File: src/rtl/vga_timing_pkg.sv
// rtl/vga_timing_pkg.sv - 640x480@60 Hz VGA raster timing constants and coordinate type.
package vga_timing_pkg;

  localparam int H_VISIBLE = 640;
  localparam int H_FRONT   = 16;
  localparam int H_SYNC    = 96;
  localparam int H_BACK    = 48;
  localparam int H_TOTAL   = H_VISIBLE + H_FRONT + H_SYNC + H_BACK;

  localparam int V_VISIBLE = 480;
  localparam int V_FRONT   = 10;
  localparam int V_SYNC    = 2;
  localparam int V_BACK    = 33;
  localparam int V_TOTAL   = V_VISIBLE + V_FRONT + V_SYNC + V_BACK;

  // Inclusive bounds of the sync pulse, in counter units.
  localparam int H_SYNC_START = H_VISIBLE + H_FRONT;
  localparam int H_SYNC_END   = H_SYNC_START + H_SYNC - 1;
  localparam int V_SYNC_START = V_VISIBLE + V_FRONT;
  localparam int V_SYNC_END   = V_SYNC_START + V_SYNC - 1;

  typedef logic [9:0] coord_t;

endpackage

File: src/rtl/vga_axis_counter.sv
// rtl/vga_axis_counter.sv - one raster axis: wrapping counter with carry and registered sync/visible decode.
module vga_axis_counter
  import vga_timing_pkg::*;
#(
  parameter int TOTAL      = H_TOTAL,
  parameter int VISIBLE    = H_VISIBLE,
  parameter int SYNC_START = H_SYNC_START,
  parameter int SYNC_END   = H_SYNC_END
) (
  input  logic       Clk,
  input  logic       Reset,
  input  logic       en,
  output logic [9:0] count,
  output logic       carry,
  output logic       sync_n,
  output logic       visible
);

  coord_t count_next;

  assign carry = en && (count == coord_t'(TOTAL - 1));

  always_comb begin
    count_next = count;
    if (carry)
      count_next = '0;
    else if (en)
      count_next = count + coord_t'(1);
  end

  // Strobes decode the next count so they land on the same edge as the coordinate.
  always_ff @(posedge Clk) begin
    if (Reset) begin
      count   <= '0;
      sync_n  <= 1'b1;
      visible <= 1'b1;
    end else begin
      count   <= count_next;
      sync_n  <= !((count_next >= coord_t'(SYNC_START)) && (count_next <= coord_t'(SYNC_END)));
      visible <= (count_next < coord_t'(VISIBLE));
    end
  end

endmodule

File: src/rtl/vga_scan_gen.sv
// rtl/vga_scan_gen.sv - VGA raster generator on the 50 MHz clock with a /2 pixel enable.
// Optional VGA_FRAME_TICK_EN adds frame_tick, a one-Clk pulse at the start of vertical blank.
module vga_scan_gen
  import vga_timing_pkg::*;
#(
  parameter int H_VIS = H_VISIBLE,
  parameter int H_FP  = H_FRONT,
  parameter int H_SW  = H_SYNC,
  parameter int H_BP  = H_BACK,
  parameter int V_VIS = V_VISIBLE,
  parameter int V_FP  = V_FRONT,
  parameter int V_SW  = V_SYNC,
  parameter int V_BP  = V_BACK
) (
  input  logic       Clk,
  input  logic       Reset,
  output logic [9:0] DrawX,
  output logic [9:0] DrawY,
  output logic       VGA_HS,
  output logic       VGA_VS,
  output logic       VGA_BLANK_N,
  output logic       VGA_SYNC_N,
  output logic       VGA_Clk,
  output logic       frame_clk
`ifdef VGA_FRAME_TICK_EN
  ,
  output logic       frame_tick
`endif
);

  localparam int HT = H_VIS + H_FP + H_SW + H_BP;
  localparam int VT = V_VIS + V_FP + V_SW + V_BP;

  logic pix_tgl;
  logic pix_en;
  logic h_carry;
  logic v_carry_unused;
  logic h_sync_n, v_sync_n;
  logic h_vis, v_vis;

  always_ff @(posedge Clk) begin
    if (Reset)
      pix_tgl <= 1'b0;
    else
      pix_tgl <= ~pix_tgl;
  end

  assign pix_en = pix_tgl;

  vga_axis_counter #(
    .TOTAL      (HT),
    .VISIBLE    (H_VIS),
    .SYNC_START (H_VIS + H_FP),
    .SYNC_END   (H_VIS + H_FP + H_SW - 1)
  ) u_h (
    .Clk     (Clk),
    .Reset   (Reset),
    .en      (pix_en),
    .count   (DrawX),
    .carry   (h_carry),
    .sync_n  (h_sync_n),
    .visible (h_vis)
  );

  vga_axis_counter #(
    .TOTAL      (VT),
    .VISIBLE    (V_VIS),
    .SYNC_START (V_VIS + V_FP),
    .SYNC_END   (V_VIS + V_FP + V_SW - 1)
  ) u_v (
    .Clk     (Clk),
    .Reset   (Reset),
    .en      (h_carry),
    .count   (DrawY),
    .carry   (v_carry_unused),
    .sync_n  (v_sync_n),
    .visible (v_vis)
  );

  assign VGA_HS      = h_sync_n;
  assign VGA_VS      = v_sync_n;
  assign VGA_BLANK_N = h_vis & v_vis;
  assign VGA_SYNC_N  = 1'b0;
  assign VGA_Clk     = pix_tgl;
  assign frame_clk   = v_sync_n;

`ifdef VGA_FRAME_TICK_EN
  // The line ending on the last visible row moves DrawY into the first blank row.
  always_ff @(posedge Clk) begin
    if (Reset)
      frame_tick <= 1'b0;
    else
      frame_tick <= h_carry && (DrawY == coord_t'(V_VIS - 1));
  end
`endif

endmodule

File: config.mk
export PLATFORM = sky130hd
export DESIGN_NAME = vga_scan_gen
export DESIGN_NICKNAME = d
export VERILOG_FILES = /design/src/rtl/vga_timing_pkg.sv /design/src/rtl/vga_axis_counter.sv /design/src/rtl/vga_scan_gen.sv
export SDC_FILE = /design/constraint.sdc
export NUM_CORES = 1
export LEC_CHECK = 0
export ABC_AREA = 1
export BUFFER_PORTS_ARGS = -buffer_cell sky130_fd_sc_hd__buf_2
export CAP_MARGIN = 10
export CORE_UTILIZATION = 29
export CTS_CLUSTER_SIZE = 25
export DETAILED_ROUTE_END_ITERATION = 10
export GPL_TIMING_DRIVEN = 1
export HOLD_SLACK_MARGIN = 0.15
export SKIP_LAST_GASP = 1
export SLEW_MARGIN = 10
export SYNTH_ARGS = -nofsm -noshare
export SYNTH_HDL_FRONTEND = slang
export SYNTH_SLANG_ARGS = --single-unit
File: constraint.sdc
create_clock -name Clk -period 2.4 [get_ports Clk]
set_clock_uncertainty 0.2 [all_clocks]
set_input_delay 0.48 -clock Clk [delete_from_list [all_inputs] [get_ports Clk]]
set_output_delay 0.48 -clock Clk [all_outputs]
set_load 0.05 [all_outputs]
==> metrics.yaml, run 1 <==
synth_top_family_by_area: "simple AND/OR/NAND/NOR gates"
htree_levels: 1
final_antenna_net_count: 0
insertion_delay_ns: 0.27
postCtsHoldBufs: 0
start_kind: "flip-flop"
swShare_pct: 24.17
final_cells: 309
synthMuxAreaShare_pct: 0
syn_area_per_cell_sq_um: 6.648
synth_top_flop_cell: "dfxtp_1"
leakage_uw: 0.0007552
end_kind: "flip-flop"
grt_max_degree: 16
synth.area.top_cells: "dfxtp_1 (35%), nand2_1 (14%), nor2_1 (8.8%), inv_1 (7.8%), nand3_1 (5.2%)"
ctsResizeCount: 0
whs_ns: 0.3086
stdcell_area_sq_mm: 0.001668
initial_core_util_pct: 30.34
io_pins: 28
period_needed_ns: 1.908
syn2layout_area_growth_pct: 15.61
ir_drop_v: 0.0001655
power.internal_uw: 543.1
die_area_sq_mm: 0.005261
final-setup-viol-count: 0
p_per_area_mw_per_mm2: 429.4
hold_class: "flip-flop to flip-flop"
die_h_um: 72.53
hold_path_depth: 2
viasPerCell: 4.414
setup_tns_ns: 0
cp.arrival_ns: 1.88
pwr-share-comb_pct: 5.1
pwr-share-seq_pct: 59.1
p_total_uw: 716.2
core_sq_mm: 0.004755
drc: 0
synthAdderAreaFrac_pct: 2.602
crit_path_max_fanout: 11
drv_cap: 0
cp_top_family: "simple AND/OR/NAND/NOR gates"
synth.distinct_cells: 29
worst-path-buf-inv: 1
root_buffer: "clkbuf_8"
synth_xor_area_share_pct: 3.643
rsz0062_at_grt: "no"
grt_pass1_vias: 1274
dpl.cell_count: 305
synth_common_cells: "nand2_1 (55), nor2_1 (34), inv_1 (30)"
wirelength_mm: 3.232
gp_congestion: 0.8341
placed_cell_area_sq_mm: 0.001619
max_freq_mhz: 524.1
numPortBuffers: 26
die_w_um: 72.53
grt-ovfl-total: 0
period_share_pct: 79.50
antennaDiodeCount: 0
cts_tree: "built"
critPathKind: "flip-flop to flip-flop"
synth_largest_area_cell: "dfxtp_1"
r2r_cells: 10
clkPwrFrac_pct: 35.8
max_stage_delay_ns: 0.37
synth.most_common_cell: "nand2_1"
cp_slowest_cell: "dfxtp_1"
cts_buffer_depth: 2
hold_viol: 0
hpwl_mm: 2.547
seq_area_frac_synth_pct: 34.69
syn_inst: 217
grt_pass1_wl_mm: 5.733
slew_viol_final: 0
post_cts_buffers: 0
clk_pin_slew_worst_paths_ns: 0.09
p_switching_uw: 173.1
worstPathRequired_ns: 2.38
grtUsageTotal_pct: 13.90
syn_nets: 222
netlist_area_sq_mm: 0.001443
status: "complete, no violations"
synth_top_area_share_pct: 34.69
drive_gt1_share_pct: 21.90
finalNetCount: 248
numCtsBuffers: 3
worst-path-stages: 10
yosys_warnings: 0
cp_cell_sequence: "ha_1 > nand2_2 > inv_1 > nand2_2 > nor2_4 > nand2_1 > xor2_1 > nand3_2 > nor2_2 > nand2_1"
via_count: 1364
row_count: 25
synth-simple-area-share_pct: 44.58
synth_seq_cells: 25
synth-edff-count: 0
synth-compound-area-share_pct: 3.556
synthArstFlopShare_pct: 0
wl_per_cell_um: 10.46
drt_iter0_drc: 71
dr.pass1.iters: 4
cts.sinks: 25
antenna_found_initial: 0
## power by group through the flow
stage / logic [uW] / clock network [uW] / registers (uW)
3_5_place_dp: 37.2 / 0 / 433
2_1_floorplan: 19.9 / 0 / 444
3_3_place_gp: 37.1 / 0 / 433
6_report: 36.8 / 256 / 423
5_1_grt: 39.5 / 292 / 425
4_1_cts: 37.2 / 268 / 423
## stage by stage
stage	utilization, %	setup slack (ns)
floorplan	-	0.2661
global route	35.08	0.2900
detailed placement	34.05	0.4697
CTS	35.08	0.4585
finish	35.08	0.4920
global placement	34.05	0.5273
## registers in the layout (all words and copies together), names as in the netlist
signal	count
u_v.count	10
u_h.sync_n	1
VGA_Clk	1
u_v.visible	1
u_v.sync_n	1
u_h.count	10
u_h.visible	1
## tightest hold or removal path, stage by stage (launching register included)
cell and delay (ns):
dfxtp_1 0.34, nand2_1 0.07, a21oi_1 0.05
## cell usage in the layout (no fill, tap or decap), types with 2 or more instances in the layout
cell type | Yosys | final
nor3_1 | 2 | 2
nand3_2 | 3 | 3
dfxtp_1 | 25 | 25
nand2_2 | 9 | 9
nand3_1 | 15 | 15
nand2_1 | 55 | 55
xor2_1 | 5 | 5
nor2_4 | 3 | 3
nor2_2 | 6 | 6
nand4_1 | 6 | 6
clkbuf_8 | 0 | 3
o21ai_0 | 3 | 3
o21ai_1 | 2 | 2
buf_2 | 0 | 26
ha_1 | 3 | 3
inv_1 | 30 | 30
nor2_1 | 34 | 34
## worst paths after layout
check                    start            to  slack (ns)
hold / removal    u_h.count[1]  u_h.count[1]        0.31
setup reg to reg  u_h.count[1]    u_v.sync_n        0.49
hold reg to reg   u_h.count[1]  u_h.count[1]        0.31
setup / recovery  u_h.count[1]    u_v.sync_n        0.49
## final cells by class
type                    instances  area [sq um]
multi-input cells             156         788.3
clock inverters                 1         7.507
clock buffers                   3         41.29
repair buffers                 26         130.1
fillers                       539          3087
well taps                      67         83.83
inverters                      31         116.4
flip-flops and latches         25         500.5
## routing by layer
| metal | track usage [%] | part of all wire (%) | wire, um |
|---|---|---|---|
| met5 | 0 | 0 | 0 |
| met4 | 3.268 | 0.87 | 28 |
| met3 | 2.500 | 4.1 | 134 |
| met2 | 23.05 | 46 | 1478 |
| met1 | 18.69 | 49 | 1591 |
## cell families after synthesis
logic type | after synthesis
DFF | 25
adders and majority gates | 3
buffers and inverters | 36
xor gates and xnor gates | 6
and+or+nand+nor | 137
AOI/OAI and AO/OA | 9
other | 1
Power figures use the tool's default switching activity.
==> run 2, diff against run 1 <==
--- a/config.mk
+++ b/config.mk
@@ -5,7 +5,7 @@
 export SDC_FILE = /design/constraint.sdc
 export NUM_CORES = 1
 export LEC_CHECK = 0
-export ABC_AREA = 1
+export ABC_AREA = 0
 export BUFFER_PORTS_ARGS = -buffer_cell sky130_fd_sc_hd__buf_2
 export CAP_MARGIN = 10
 export CORE_UTILIZATION = 29
==> constraint.sdc (replaced) <==
create_clock -name Clk -period 1.85 [get_ports Clk]
set_clock_uncertainty 0.2 [all_clocks]
set_input_delay 0.37 -clock Clk [delete_from_list [all_inputs] [get_ports Clk]]
set_output_delay 0.37 -clock Clk [all_outputs]
set_load 0.05 [all_outputs]
==> run 2 against run 1 <==
Against the previous run:
- cell count is 6.5% lower
- sequential power is 29% higher
- first-iteration DRC count is 13% lower
- clock-buffer cell count stayed put
- cell area is 24% higher
- the flow now finishes with violations (setup timing)
- critical endpoint unchanged
- setup slack worse by 0.60 ns
==> metrics.yaml, run 2 <==
via_count: 1450
drc: 0
period_needed_ns: 1.960
worstPathRequired_ns: 1.81
final-setup-viol-count: 3
gp_congestion: 0.8086
max_stage_delay_ns: 0.38
grtUsageTotal_pct: 15.31
end_kind: "flip-flop"
final_util_pct: 43.95
io_pins: 28
synth.most_common_cell: "dfxtp_1"
wirelength_mm: 3.948
top_regs: "u_h.count x10, u_v.count x10"
synth_top_flop_cell: "dfxtp_1"
num-fill-cells: 487
seq_area_frac_synth_pct: 35.18
synth_common_cells: "dfxtp_1 (25), nand2_1 (13), nor2_1 (12)"
max_freq_mhz: 510.3
numPortBuffers: 26
r2r_cells: 6
period_share_pct: 105.9
cp_slowest_cell: "dfxtp_4"
whs_ns: 0.1825
synth_top_area_share_pct: 35.18
netlist_area_sq_mm: 0.001423
cp.arrival_ns: 1.92
crit_path_max_fanout: 5
wl_per_cell_um: 13.66
cts_tree: "built"
pre_cts_ws_ns: -0.1486
syn2layout_area_growth_pct: 45.91
setup_tns_ns: -0.1895
violations: "setup timing"
grt_max_degree: 15
viasPerCell: 5.017
multiInputGateArea_sq_um: 928.4
grt-ovfl-total: 0
die_w_um: 72.04
grt_pass1_vias: 1358
synth_seq_cells: 25
root_buffer: "clkbuf_8"
die_h_um: 72.04
synthArstFlopShare_pct: 0
drt_iter0_drc: 62
critPathKind: "flip-flop to flip-flop"
die_area_sq_mm: 0.005190
final_antenna_net_count: 0
core_sq_mm: 0.004723
start_kind: "flip-flop"
cp_cell_sequence: "ha_4 > and4_4 > nand4_4 > or3_4 > a221oi_4 > nand4_1"
leakage_uw: 0.0008954
syn_nets: 168
synth-edff-count: 0
rsz0062_at_grt: "yes"
syn_inst: 163
syn_area_per_cell_sq_um: 8.728
final_cell_mix: "buf_4 (41), buf_2 (26), nand2_1 (13), dfxtp_2 (12), nor2_1 (11)"
hpwl_mm: 2.814
hold_viol: 0
fin_ws_ns: -0.1097
cts_buffer_depth: 2
synth.distinct_cells: 51
cts.sinks: 25
stdcell_area_sq_mm: 0.002076
synth.area.top_cells: "dfxtp_1 (35%), xnor2_1 (6.2%), nand2_1 (3.4%), nor2_1 (3.2%), nand4_1 (3.1%)"
synth_largest_area_cell: "dfxtp_1"
ir_drop_v: 0.0004334
regArea_sq_um: 538.0
status: "finished, violations left"
grt_pass1_wl_mm: 6.251
antenna_found_initial: 0
initial_core_util_pct: 30.12
insertion_delay_ns: 0.28
final_common_cell: "buf_4"
postCtsHoldBufs: 0
slew_viol_final: 0
hold_class: "input port to flip-flop"
numCtsBuffers: 3
htree_levels: 1
yosys_warnings: 0
dr.pass1.iters: 4
finalNetCount: 228
placed_cell_area_sq_mm: 0.001894
clk_pin_slew_worst_paths_ns: 0.09
row_count: 25
p_per_area_mw_per_mm2: 461.3
hold_path_depth: 2
drive_gt1_share_pct: 54.05
antennaDiodeCount: 0
drv_cap: 0
## run 2: power breakdown
part	switching [uW]	internal [uW]
combinational	46.0	27.0
clock	187	151
sequential	7.28	539
total	241	717
## run 2: per-stage QoR
step                total power (uW)  instances
finish                         957.6        289
global placement               628.1        280
global route                   991.7        289
floorplan                      609.5        163
detailed placement             628.5        280
CTS                            967.3        284
## run 2: area by class of cell
cell class,count,share of cell area (%)
clock buffer,3,1.989
multi-input combinational,119,44.73
tap,67,4.039
timing repair buffer,69,22.18
clock inverter,1,0.2411
inverter,5,0.9042
sequential,25,25.92
## run 2: cell families after synthesis
family | count (synthesis) | synth area share (%)
compound gates | 29 | 13.99
other cells | 1 | 0.2636
xor+xnor | 14 | 8.619
mux | 3 | 2.287
fa+ha+maj | 3 | 2.639
flops | 25 | 35.18
buf+inv | 19 | 8.971
simple gates | 69 | 28.06
## run 2: worst max-delay path: cells and delay by family, from the launching register on
kind | cells | cell delay [ns]
flops | 1 | 0.38
simple gates | 4 | 0.87
fa+ha+maj | 1 | 0.13
compound gates | 1 | 0.26
## run 2: layer usage
| layer | global-route usage (%) | share of wire (%) | vias to the layer above |
|---|---|---|---|
| li1 | - | - | 696 |
| met1 | 18.71 | 44 | 686 |
| met2 | 26.94 | 50 | 56 |
| met3 | 3.611 | 4.8 | 12 |
| met4 | 4.139 | 1.2 | 0 |
| met5 | 0 | 0 | - |
## run 2: path summary, 6_finish.rpt
kind	slack, ns	startpoint	end
hold reg to reg	0.34	VGA_Clk	VGA_Clk
setup reg to reg	-0.11	u_h.count[1]	u_v.sync_n
setup / recovery	-0.11	u_h.count[1]	u_v.sync_n
hold / removal	0.18	Reset	VGA_Clk
## run 2: timing repair
item,in CTS,in global routing
buffers inserted,0,5
gates resized for setup,7,15
pin swaps,3,8
endpoints found under the setup margin,10,11
